### config.mk
export PLATFORM = sky130hd
export DESIGN_NAME = ddr_port_arbiter
export DESIGN_NICKNAME = d
export VERILOG_FILES = /design/src/rtl/ddr_port_arbiter.sv
export SDC_FILE = /design/constraint.sdc
export NUM_CORES = 1
export LEC_CHECK = 0
export ABC_AREA = 1
export CAP_MARGIN = 0
export CORE_ASPECT_RATIO = 1.5
export CORE_MARGIN = 2
export CORE_UTILIZATION = 31
export DETAILED_ROUTE_END_ITERATION = 8
export PLACE_DENSITY_LB_ADDON = 0.08
export SKIP_CTS_REPAIR_TIMING = 1
export SYNTH_ARGS = -nofsm -noshare
export SYNTH_HDL_FRONTEND = slang
export SYNTH_SLANG_ARGS = --single-unit
### constraint.sdc
create_clock -name clk -period 1 [get_ports clk]
set_input_delay 0.1 -clock clk [delete_from_list [all_inputs] [get_ports clk]]
set_output_delay 0.1 -clock clk [all_outputs]
set_load 0.05 [all_outputs]
### src/rtl/ddr_port_arbiter.sv
// ddr_port_arbiter: round-robin arbiter for the shared DDR2 command/data port.
// The I-cache (req0) and D-cache (req1) compete for the port. The winning
// command is latched into registered mem_* outputs and held until mem_ready.
// Ready and read data are routed back to the winner only.
// Optional feature macro: ARB_TIMEOUT_EN (BUSY watchdog and sticky timeout_err).
module ddr_port_arbiter #(
    parameter int ADDR_W         = 28,
    parameter int DATA_W         = 32,
    parameter int TIMEOUT_CYCLES = 1024
) (
    input  logic              clk,
    input  logic              rst,
    input  logic              req0_valid,
    input  logic              req0_rw,
    input  logic [ADDR_W-1:0] req0_addr,
    input  logic [DATA_W-1:0] req0_wdata,
    output logic              req0_ready,
    output logic [DATA_W-1:0] req0_rdata,
    input  logic              req1_valid,
    input  logic              req1_rw,
    input  logic [ADDR_W-1:0] req1_addr,
    input  logic [DATA_W-1:0] req1_wdata,
    output logic              req1_ready,
    output logic [DATA_W-1:0] req1_rdata,
    output logic              mem_valid,
    output logic              mem_rw,
    output logic [ADDR_W-1:0] mem_addr,
    output logic [DATA_W-1:0] mem_wdata,
    input  logic [DATA_W-1:0] mem_rdata,
    input  logic              mem_ready,
    output logic              grant_id,
    output logic              busy,
    output logic              timeout_err
);

    typedef enum logic {IDLE = 1'b0, BUSY = 1'b1} state_t;

    state_t state, state_nxt;
    logic   last_grant;   // requester granted most recently; loses the next tie
    logic   winner;
    logic   any_valid;
    logic   done;         // normal completion this cycle
    logic   tmo;          // watchdog expiry this cycle (never with mem_ready)
    logic   finish;

    assign any_valid = req0_valid | req1_valid;
    assign done      = (state == BUSY) & mem_ready;
    assign finish    = done | tmo;

`ifdef ARB_TIMEOUT_EN
    logic [31:0] tmo_cnt;

    assign tmo = (state == BUSY) & ~mem_ready & (tmo_cnt == 32'(TIMEOUT_CYCLES - 1));

    // Watchdog: count BUSY cycles without mem_ready, flag expiry stickily
    always_ff @(posedge clk) begin
        if (rst) begin
            tmo_cnt     <= '0;
            timeout_err <= 1'b0;
        end else begin
            if (state == IDLE)
                tmo_cnt <= '0;
            else if (!mem_ready)
                tmo_cnt <= tmo_cnt + 32'd1;
            if (tmo)
                timeout_err <= 1'b1;
        end
    end
`else
    logic unused_cfg;

    assign unused_cfg  = ^TIMEOUT_CYCLES;
    assign tmo         = 1'b0;
    assign timeout_err = 1'b0;
`endif

    // Next-state and winner selection
    always_comb begin
        state_nxt = state;
        winner    = 1'b0;
        if (req0_valid && req1_valid)
            winner = ~last_grant;
        else
            winner = req1_valid;
        case (state)
            IDLE:    if (any_valid) state_nxt = BUSY;
            BUSY:    if (finish)    state_nxt = IDLE;
            default: state_nxt = IDLE;
        endcase
    end

    // State register, command latch and round-robin pointer
    always_ff @(posedge clk) begin
        if (rst) begin
            state      <= IDLE;
            mem_valid  <= 1'b0;
            mem_rw     <= 1'b0;
            mem_addr   <= '0;
            mem_wdata  <= '0;
            grant_id   <= 1'b0;
            busy       <= 1'b0;
            last_grant <= 1'b1;
        end else begin
            state <= state_nxt;
            if (state == IDLE && any_valid) begin
                mem_valid <= 1'b1;
                busy      <= 1'b1;
                grant_id  <= winner;
                mem_rw    <= winner ? req1_rw    : req0_rw;
                mem_addr  <= winner ? req1_addr  : req0_addr;
                mem_wdata <= winner ? req1_wdata : req0_wdata;
            end else if (finish) begin
                mem_valid  <= 1'b0;
                busy       <= 1'b0;
                last_grant <= grant_id;
            end
        end
    end

    // Completion routing; a reset cycle abandons the transaction silently
    always_comb begin
        req0_ready = 1'b0;
        req1_ready = 1'b0;
        req0_rdata = '0;
        req1_rdata = '0;
        if (finish && !rst) begin
            if (grant_id) begin
                req1_ready = 1'b1;
                req1_rdata = done ? mem_rdata : '0;
            end else begin
                req0_ready = 1'b1;
                req0_rdata = done ? mem_rdata : '0;
            end
        end
    end

endmodule
==> results of run 1 <==
==> Yosys cell counts, drive strengths merged <==
master	count	area [µm²]
dfxtp	65	1300
nand3	1	5.00
nor2	255	1000
o21ai	62	310
inv	98	368
nand2	127	482
a21oi	2	10.0
conb	1	3.75
buf	26	204
clkbuf	14	52.6
==> sequential cells by signal (all words and copies together), names as in the netlist <==
| signal | flops |
|---|---|
| grant_id | 1 |
| mem_rw | 1 |
| mem_wdata | 32 |
| last_grant | 1 |
| busy | 1 |
| state | 1 |
| mem_addr | 28 |
==> stage by stage <==
step | worst slack (ns) | TNS [ns] | cells | hold slack, ns | total power [mW]
after floorplan | -0.565 | -34.90 | 651 | 0.162 | 5.16
after detailed placement | -0.622 | -64.20 | 1070 | 0.483 | 7.43
after global routing | -0.728 | -72.27 | 1125 | 0.433 | 12.5
after CTS | -0.731 | -56.06 | 1086 | 0.385 | 10.8
final | -0.677 | -65.93 | 1125 | 0.415 | 12.1
after global placement | -0.598 | -60.44 | 1070 | 0.463 | 7.35
==> worst register-to-register path: cells and delay by family, from the launching register on <==
kind / cells / cell delay [ns]
AOI/OAI and AO/OA: 1 / 0.21
buffers and inverters: 6 / 0.71
DFF: 1 / 0.33
and+or+nand+nor: 2 / 0.11
==> cells in the final DEF, fill, tap and decap left out <==
master             n
buf_8              5
o21ai_0           39
o21ai_1           16
dfxtp_4            1
dfxtp_1           48
a21oi_1            2
clkdlybuf4s50_1  158
clkinvlp_4         4
nor2_1           132
nand3_1            1
clkinv_4           1
bufinv_16          2
buf_6             10
clkbuf_16         28
nor2_4            97
clkbuf_8           1
buf_16             6
inv_2              1
nand2_8            1
nand2_4           47
nand2_2            7
nor2_2            26
conb_1             1
dfxtp_2           16
buf_4              7
o21ai_2            7
inv_4              1
inv_1             95
buf_12           140
nand2_1           72
==> final timing paths <==
kind,from,endpoint,slack [ns]
max,state,req0_rdata[25],-0.68
min,req1_addr[6],mem_addr[6],0.41
max reg2reg,state,mem_wdata[20],-0.48
min reg2reg,mem_addr[10],mem_addr[10],0.52
==> cell families after synthesis <==
family          share of synthesized area [%]
flops                                    34.8
compound gates                           8.57
other cells                             0.100
buf+inv                                  16.7
simple gates                             39.8
==> final cells by class <==
class / instances / area share [%]
well taps: 153 / 1.83
repair buffers: 345 / 50.4
clock buffers: 10 / 2.29
clock inverters: 6 / 0.874
inverters: 98 / 3.58
multi-input cells: 448 / 28.4
flip-flops and latches: 65 / 12.7
==> metal layers <==
layer	vias to the layer above	global-route usage, %	routed length [µm]	part of all wire, %
li1	2540	-	-	-
met1	2611	22.6	6520	32
met2	313	42.5	11200	54
met3	73	9.43	1900	9.2
met4	0	7.48	998	4.8
met5	-	0	0	0
==> power by group through the flow <==
stage	clock, mW	sequential, mW	combinational (mW)
after floorplan	0	3.92	1.25
after global placement	0	3.16	4.18
after detailed placement	0	3.18	4.25
after CTS	3.46	3.13	4.26
after global routing	3.63	3.19	5.72
final	3.46	3.16	5.50
==> results.toml, run 1 <==
[routing]
route.detailed.drc = 0
wl_mm = 20.7
via_count = 5537
wire_per_inst_um = 18.4
drt_first_pass_iters = 5
viasPerCell = 4.92
drtAntennaViolNets = 0
drtIter0Drc = 235

[synthesis]
synth_warnings = 0
syn_area_um2 = 3740
synth_cell_types = 17
ys_seq_area_share_pct = 34.8
yosys_register_bits = 65
synth_fp_nets = 810
syn_avg_cell_area_um2 = 5.74
netlist_instances = 651

[worst_setup_path]
rr_worst_depth = 9
end_kind = "output pin"
path_depth = 8
cpMostUsedCell = "nor2_4"
crit_required_ns = 0.90
cp_top_family = "buffers and inverters"
critical_path_arrival_ns = 1.58
max_stage_delay_ns = 0.33
worstPathCellList = "nand2_2 > nor2_4 > inv_2 > nor2_4 > inv_4 > clkbuf_16 > nor2_4 > buf_12"
slowest_stage = "dfxtp_2"
cp_max_fo = 8
timing_worst_setup_path_type = "reg2out"
crit_buf_inv = 4
startpoint_type = "flop"

[pwr]
vdd_drop_max_v = 0.000958
p_clk_share_pct = 28.5
p_leak_nw = 4.68
p_switching_mw = 4.27
p_seq_share_pct = 26.1
p_sw_share_pct = 35.2
p_int_mw = 7.86
power.density_nw_per_um2 = 1160
p_comb_share_pct = 45.4

[floorplan]
fp.dieArea_um2 = 13000
start_util_pct = 31.4
core_area_um2 = 11900
dieHeight_um = 139
die_w_um = 93.7
std_cell_rows = 49
pin_count = 290

[timing]
finClkSkew_ns = 0.00742
rsz0062_at_grt = "yes"
min_period_ns = 1.68
fmax_mhz = 596
final_max_slew_viol_count = 0
finalWorstSetupSlack_ns = -0.677
period_share_pct = 168
hold_viol_final = 0
final-setup-viol-count = 132

[clock_network]
cts_tree = "yes"
clockBufferDepth = 2
cts_num_sinks = 65
clockRootBuffer = "clkbuf_16"
h-tree-depth = 3
clock_latency_ns = 0.33
cts_made_buffers = 9
path_clk_slew_ns = 0.06

[status]
status = "finished, violations left"
violations = "negative setup slack"

[finish]
antennaDiodeCount = 0
num-fill-cells = 560
fin_util_pct = 87.9
multi_input_area_um2 = 2970
syn2layout_area_growth_pct = 180
finish.net_count = 1126
regArea_um2 = 1330
fin_area_um2 = 10500
drive_above_1_share_pct = 42.0

[placement]
io_buffers = 288
place_congestion = 0.818
place_hpwl_mm = 12.4
place_area_um2 = 8590

[min_path]
hold_class = "in2reg"
hold_depth = 5

[job]
maxCapViolations = 0

[global_routing]
grt_pass1_vias = 4704
grt_max_degree = 56
grt_usage_pct = 22.9
antenna_found_initial = 0
grt_pass1_wl_mm = 23.7
grt_overflow_total = 0
Power figures use the tool's default switching activity.
==> inputs of run 2 (changes only) <==
CTS_BUF_LIST = sky130_fd_sc_hd__clkbuf_16   (was default)
TNS_END_PERCENT = 1   (was default)
==> results.toml, run 2 (synthesized netlist as in run 1, its figures left out) <==
[floorplan]
core_area_um2 = 11900
start_util_pct = 31.4
die_w_um = 93.7
pin_count = 290
fp.dieArea_um2 = 13000
std_cell_rows = 49
dieHeight_um = 139

[worst_setup_path]
crit_required_ns = 0.90
critical_path_arrival_ns = 1.53
cp_max_fo = 8
startpoint_type = "flop"
timing_worst_setup_path_type = "reg2out"
end_kind = "output pin"

[pwr]
power.density_nw_per_um2 = 1150
finalPower_mw = 10.3
vdd_drop_max_v = 0.000969
p_leak_nw = 4.11

[finish]
syn2layout_area_growth_pct = 140
final_cell_mix = "nor2_1 (171), clkdlybuf4s50_1 (158), buf_12 (140), nand2_1 (124), inv_1 (99)"
num-fill-cells = 854
finish.net_count = 1092
largest_reg_flops = 32
final_common_cell = "nor2_1"
drive_above_1_share_pct = 27.4
top_register = "mem_wdata"
multi_input_area_um2 = 2320
regArea_um2 = 1310
fin_util_pct = 75.5
largestRegisters = "mem_wdata: 32 flops, mem_addr: 28 flops"

[timing]
final_max_slew_viol_count = 0
finClkSkew_ns = 0.00841
tns_ns = -51.36
finalWorstSetupSlack_ns = -0.629
period_share_pct = 163
hold-worst-slack_ns = 0.426
fmax_mhz = 614
min_period_ns = 1.63
rsz0062_at_grt = "yes"
hold_viol_final = 0
final-setup-viol-count = 129

[routing]
via_count = 4880
wl_met3_mm = 1.52
drtAntennaViolNets = 0
drt_first_pass_iters = 4
drtIter0Drc = 197
route.detailed.drc = 0
dr_wl_met2_mm = 7.79
viasPerCell = 4.47
topRoutingLayerUsed = "met4"
wire_per_inst_um = 13.6
wl_met1_mm = 4.95
wl_mm = 14.9

[clock_network]
cts_made_buffers = 9
clock_latency_ns = 0.33
h-tree-depth = 3
cts_num_sinks = 65
clockRootBuffer = "clkbuf_16"
path_clk_slew_ns = 0.05
cts_tree = "yes"
clockBufferDepth = 2

[global_routing]
antenna_found_initial = 1
grt_pass1_wl_mm = 23.1
grt_overflow_total = 0
grt_pass1_vias = 4713
grt_max_degree = 52
grt_usage_pct = 22.3

[placement]
io_buffers = 288
place_hpwl_mm = 12.2
place_congestion = 0.827

[job]
maxCapViolations = 0

[status]
status = "finished, violations left"
violations = "negative setup slack"

[min_path]
hold_class = "in2reg"
## run 2: changes by cell type in the layout (fill, tap and decap cells not counted), moves of 15 or more
cell,change
nand2_1,+52
nand2_4,-45
nor2_1,+39
nor2_4,-31
o21ai_0,+22
clkbuf_16,-18
o21ai_1,-15
## run 2: area by class of cell
type / instances / share of cell area, %
clock buffers: 9 / 2.51
clock inverters: 7 / 0.613
well taps: 153 / 2.13
inverters: 98 / 4.13
repair buffers: 311 / 50.2
multi-input cells: 448 / 25.9
flip-flops and latches: 65 / 14.6
diodes: 1 / 0.0279
## run 2: worst max-delay path, stage by stage (launching register included)
cell and delay (ns):
dfxtp_2 0.33, nand2_2 0.07, nor2_4 0.11, inv_2 0.05
nor2_4 0.10, inv_4 0.07, clkbuf_16 0.19, nor2_4 0.13
buf_12 0.14
## run 2: through the flow
step	worst slack, ns	std cells	instance area [µm²]
after global routing	-0.698	1092	8980
final	-0.629	1092	8980
after floorplan	-0.566	651	4180
after global placement	-0.596	1073	8590
after detailed placement	-0.609	1073	8590
after CTS	-0.708	1089	8870
## run 2: path summary, 6_finish.rpt
check | from | endpoint | slack [ns] | cells after the start
worst max-delay path | state | req0_rdata[9] | -0.63 | 8
worst min-delay path | req1_wdata[25] | mem_wdata[25] | 0.43 | 5
worst max register to register | state | mem_addr[23] | -0.27 | 6
worst min register to register | last_grant | last_grant | 0.50 | 2
## run 2: per-layer routing
| metal | up-vias | global-route usage (%) |
|---|---|---|
| met5 | - | 0 |
| met3 | 36 | 8.77 |
| met4 | 0 | 11.1 |
| li1 | 2460 | - |
| met1 | 2179 | 21.0 |
| met2 | 205 | 40.9 |
## run 2: where the power goes
part / switching, mW / internal, mW / total (mW) / leakage, nW
registers: 0.261 / 2.86 / 3.12 / 0.541
clock network: 1.05 / 1.88 / 2.93 / 0.150
logic: 2.19 / 2.08 / 4.27 / 3.42
